<file path="src/rtl/ahblite_master_arbiter.sv">
// ahblite_master_arbiter: shares one AHB-Lite bus between two masters via per-master holding registers, granting one transfer at a time
module ahblite_master_arbiter #(
  parameter int PRIORITY_MODE = 0
) (
  input  logic        HCLK,
  input  logic        HRESETn,
  input  logic [31:0] m0_HADDR,
  input  logic [1:0]  m0_HTRANS,
  input  logic        m0_HWRITE,
  input  logic [2:0]  m0_HSIZE,
  input  logic [3:0]  m0_HPROT,
  input  logic [31:0] m0_HWDATA,
  output logic        m0_HREADY,
  output logic        m0_HRESP,
  output logic [31:0] m0_HRDATA,
  input  logic [31:0] m1_HADDR,
  input  logic [1:0]  m1_HTRANS,
  input  logic        m1_HWRITE,
  input  logic [2:0]  m1_HSIZE,
  input  logic [3:0]  m1_HPROT,
  input  logic [31:0] m1_HWDATA,
  output logic        m1_HREADY,
  output logic        m1_HRESP,
  output logic [31:0] m1_HRDATA,
  output logic [31:0] HADDR,
  output logic [1:0]  HTRANS,
  output logic        HWRITE,
  output logic [2:0]  HSIZE,
  output logic [2:0]  HBURST,
  output logic [3:0]  HPROT,
  output logic [31:0] HWDATA,
  input  logic        HREADY,
  input  logic        HRESP,
  input  logic [31:0] HRDATA,
  output logic [1:0]  owner
);
  typedef enum logic [1:0] {IDLE, PEND, ADDR, DATA} state_t;
  state_t      state_q [2];
  state_t      state_d [2];
  logic [39:0] hold_q [2];
  logic [39:0] hold_d [2];
  logic [39:0] req [2];
  logic [1:0]  trans [2];
  logic [39:0] bus_q, bus_d;
  logic [1:0]  htrans_q, htrans_d;
  logic        rr_q, rr_d;
  logic [1:0]  hrdy, cap, cand, gnt;
  assign req[0] = {m0_HADDR, m0_HWRITE, m0_HSIZE, m0_HPROT};
  assign req[1] = {m1_HADDR, m1_HWRITE, m1_HSIZE, m1_HPROT};
  assign trans[0] = m0_HTRANS;
  assign trans[1] = m1_HTRANS;
  for (genvar g = 0; g < 2; g++) begin : g_m
    assign hrdy[g]  = state_q[g] == IDLE || (state_q[g] == DATA && HREADY);
    assign cap[g]   = trans[g] inside {2'b10, 2'b11} && hrdy[g];
    assign cand[g]  = HREADY && (state_q[g] == PEND || cap[g]);
    assign owner[g] = state_q[g] == DATA;
  end
  assign gnt[0] = cand[0] && !(cand[1] && PRIORITY_MODE != 0 && rr_q);
  assign gnt[1] = cand[1] && !gnt[0];
  always_comb begin
    for (int i = 0; i < 2; i++) begin
      state_d[i] = state_q[i] == ADDR ? (HREADY ? DATA : ADDR) :
                   (state_q[i] == DATA && !HREADY) ? DATA :
                   gnt[i] ? ADDR :
                   (state_q[i] == PEND || cap[i]) ? PEND : IDLE;
      hold_d[i]  = cap[i] ? req[i] : hold_q[i];
    end
    bus_d    = gnt[0] ? (cap[0] ? req[0] : hold_q[0]) :
               gnt[1] ? (cap[1] ? req[1] : hold_q[1]) : bus_q;
    htrans_d = !HREADY ? htrans_q : (|gnt ? 2'b10 : 2'b00);
    rr_d     = gnt[0] ? 1'b1 : gnt[1] ? 1'b0 : rr_q;
  end
  always_ff @(posedge HCLK) begin
    if (!HRESETn) begin
      for (int i = 0; i < 2; i++) begin
        state_q[i] <= IDLE;
        hold_q[i]  <= '0;
      end
      bus_q    <= '0;
      htrans_q <= '0;
      rr_q     <= 1'b0;
    end else begin
      for (int i = 0; i < 2; i++) begin
        state_q[i] <= state_d[i];
        hold_q[i]  <= hold_d[i];
      end
      bus_q    <= bus_d;
      htrans_q <= htrans_d;
      rr_q     <= rr_d;
    end
  end
  assign HADDR     = bus_q[39:8];
  assign HWRITE    = bus_q[7];
  assign HSIZE     = bus_q[6:4];
  assign HPROT     = bus_q[3:0];
  assign HTRANS    = htrans_q;
  assign HBURST    = 3'b000;
  assign HWDATA    = owner[0] ? m0_HWDATA : owner[1] ? m1_HWDATA : '0;
  assign m0_HREADY = hrdy[0];
  assign m1_HREADY = hrdy[1];
  assign m0_HRESP  = owner[0] && HRESP;
  assign m1_HRESP  = owner[1] && HRESP;
  assign m0_HRDATA = HRDATA;
  assign m1_HRDATA = HRDATA;
endmodule
</file>
<file path="config.mk">
export PLATFORM = sky130hd
export DESIGN_NAME = ahblite_master_arbiter
export DESIGN_NICKNAME = d
export VERILOG_FILES = /design/src/rtl/ahblite_master_arbiter.sv
export SDC_FILE = /design/constraint.sdc
export NUM_CORES = 1
export LEC_CHECK = 0
export ABC_AREA = 1
export ABC_CLOCK_PERIOD_IN_PS = 1700
export CAP_MARGIN = 15
export CORE_MARGIN = 4
export CORE_UTILIZATION = 40
export CTS_CLUSTER_DIAMETER = 40
export DETAILED_ROUTE_END_ITERATION = 10
export GPL_ROUTABILITY_DRIVEN = 0
export PLACE_DENSITY_LB_ADDON = 0.15
export SLEW_MARGIN = 20
export SYNTH_ARGS = -nofsm -noshare
export SYNTH_HDL_FRONTEND = slang
export SYNTH_SLANG_ARGS = --single-unit
</file>
<file path="constraint.sdc">
create_clock -name HCLK -period 1.7 [get_ports HCLK]
set_input_delay 0.17 -clock HCLK [delete_from_list [all_inputs] [get_ports HCLK]]
set_output_delay 0.17 -clock HCLK [all_outputs]
set_load 0.005 [all_outputs]
</file>
==> results.cfg <==
[status]
status = complete, no violations

[drt]
route.detailed.drc = 0
route.vias.total = 6219
drt_first_pass_iters = 5
drt_iter0_drc = 321
wl_um = 22150
wire_per_inst_um = 16.72
viasPerCell = 4.694
antenna_left = 0

[synth]
synth_area_leader_cell = dfxtp_1
yosys-top-cells-area = dfxtp_1, nand2_1, nand3_1
ys_seq_elements = 125
synth_top_family_by_area = simple AND/OR/NAND/NOR gates
synthesis.area_um2 = 6331
synth-xor-area-share_pct = 0
syn_area_per_cell_um2 = 6.957
ys_seq_area_share_pct = 39.53
synth_compound_area_share_pct = 9.289
yosysUniqueCellTypes = 26
synth_top_area_share_pct = 39.53
synthSimpleGateAreaFrac_pct = 31.78
syn_inst = 910
synthMuxAreaShare_pct = 0
yosysWarnings = 0
synth-adder-area-share_pct = 0

[cts]
cts_buffers = 17
cts_hold_buf = 0
cts_tree = yes
clk_latency_ns = 0.41
clock-root-buffer = clkbuf_16
clock-sinks = 125
clock_tree.htree_level_count = 4
clk_pin_slew_ns = 0.06
cts_buffer_depth = 2

[worst_hold_path]
hp-class = input pin to register

[setup_path]
critical_path_class = register to output port
critPathRequiredTime_ns = 1.53
crit_fanout = 5
endpoint_kind = output port
crit_arrival_ns = 1.47
crit_path_start_kind = register
ff2ff_setup_slack_ns = 0.09

[power_and_ir_drop]
irDropWorstVdd_uv = 660.0
fin_total_pwr_w = 0.009157
p_per_area_nw_per_um2 = 970.3
p_leak_nw = 4.303

[floorplanning]
die_h_um = 133.8
io_pins = 331
initial_core_util_pct = 41.19
die_w_um = 133.8
coreArea_um2 = 15370
dieArea_um2 = 17910
fp-row-count = 45

[global_routing]
overflow = 0
grt_pass1_wl_um = 33090
grt_max_degree = 62
grt_pass1_vias = 5935
track_usage_pct = 23.47
antenna_found_initial = 4

[place]
preCtsSetupSlack_ns = -0.1806
port_buffers = 228
dp_hpwl_um = 15770
place_inst = 1265

[timing]
totalNegativeSetupSlack_ns = 0
setup_ws_ns = 0.05512
grt_setup_unrepaired = yes
finalHoldViolCount = 0
slew_viol_final = 0
timing.fmax_mhz = 607.9
skew_ns = 0.01173
final-setup-viol-count = 0
post-route-min-period_ns = 1.645
fin_crit_sh_pct = 96.76

[cells_and_area]
fin_util_pct = 61.39
synthToLayoutAreaGrowth_pct = 49.05
final_common_cell = nand2_1
drive_above_1_share_pct = 16.02
final_cell_mix = nand2_1, clkdlybuf4s50_1, nand3_1
nets = 1283
final-instance-count-excl-fill = 1325

[run]
drv_cap = 0
==> Yosys cell counts <==
master    count
o21ai_1       1
inv_2         1
nor2_4        2
a21oi_2       4
nand2_2       8
clkinv_2      1
or2_2         1
o21a_1       49
o21ai_0       3
nand3_4       2
a211oi_1      2
nor2_1       52
inv_1       110
nand2_4       1
nand2_1     227
buf_1         7
nand4_1      13
conb_1        1
and2_1        2
buf_6         5
clkbuf_1     26
buf_2        15
nand3_1     149
dfxtp_1     125
a21oi_1      30
buf_4        73
==> cell families (layout without fill, tap and decap cells) <==
kind of cell | Yosys count | after routing
flops | 125 | 125
simple gates | 457 | 459
buf+inv | 238 | 434
compound gates | 89 | 89
other cells | 1 | 7
==> layer usage <==
layer	vias up	track usage, %	share of wire (%)
li1	3186	-	-
met1	2753	26.53	38
met2	251	40.93	51
met3	27	8.702	8.9
met4	2	7.714	2.0
met5	-	0	0.036
==> cell type report <==
cell class	instances	area (um^2)
fill	1454	5934
timing repair buffer	291	2908
multi-input combinational	552	2755
sequential	125	2512
clock buffer	21	470.5
inverter	112	429.2
tap	211	264.0
clock inverter	10	90.09
antenna	3	7.507
==> critical path, cell delays in order (launching register included) <==
cell and delay (ns):
dfxtp_4 0.38, nand2_8 0.07, inv_8 0.08, buf_12 0.12
buf_6 0.11, nand2_2 0.05, nand2_1 0.06, clkdlybuf4s15_2 0.19
==> worst paths after layout <==
check,endpoint,startpoint,cells after the start
setup / recovery,HWDATA[15],state_q[0][0]$_SDFF_PN0_,7
setup reg to reg,bus_q[31]$_SDFFE_PN0P_,state_q[0][3]$_SDFF_PN0_,12
hold reg to reg,bus_q[5]$_SDFFE_PN0P_,bus_q[5]$_SDFFE_PN0P_,2
hold / removal,HTRANS[1]$_SDFFE_PN0P_,HRESETn,3
==> registers in the layout (all words and copies together), names as in the netlist <==
signal / count
state_q: 4
bus_q: 40
hold_q: 80
HTRANS: 1
==> power by group <==
| part | leakage [nW] | switching (W) | internal [W] |
|---|---|---|---|
| clock | 0.271 | 0.00129 | 0.00211 |
| sequential | 1.03 | 0.000126 | 0.00325 |
| combinational | 3.00 | 0.00114 | 0.00124 |
| total | 4.30 | 0.00255 | 0.00660 |
==> through the flow <==
step | hold slack (ns) | cell area [um^2]
final | 0.09206 | 9437
after global placement | 0.3401 | 8523
after floorplan | 0.3483 | 6342
after detailed placement | 0.3401 | 8523
after CTS | 0.07580 | 9348
after global routing | 0.09740 | 9437
==> repair_timing <==
| action | CTS | global route |
|---|---|---|
| gates cloned | 5 | 4 |
| pin swaps | 3 | 11 |
| gates resized for setup | 112 | 57 |
| buffers inserted | 15 | 5 |
| setup endpoints to repair | 39 | 72 |
(Power assumes the default switching activity.)
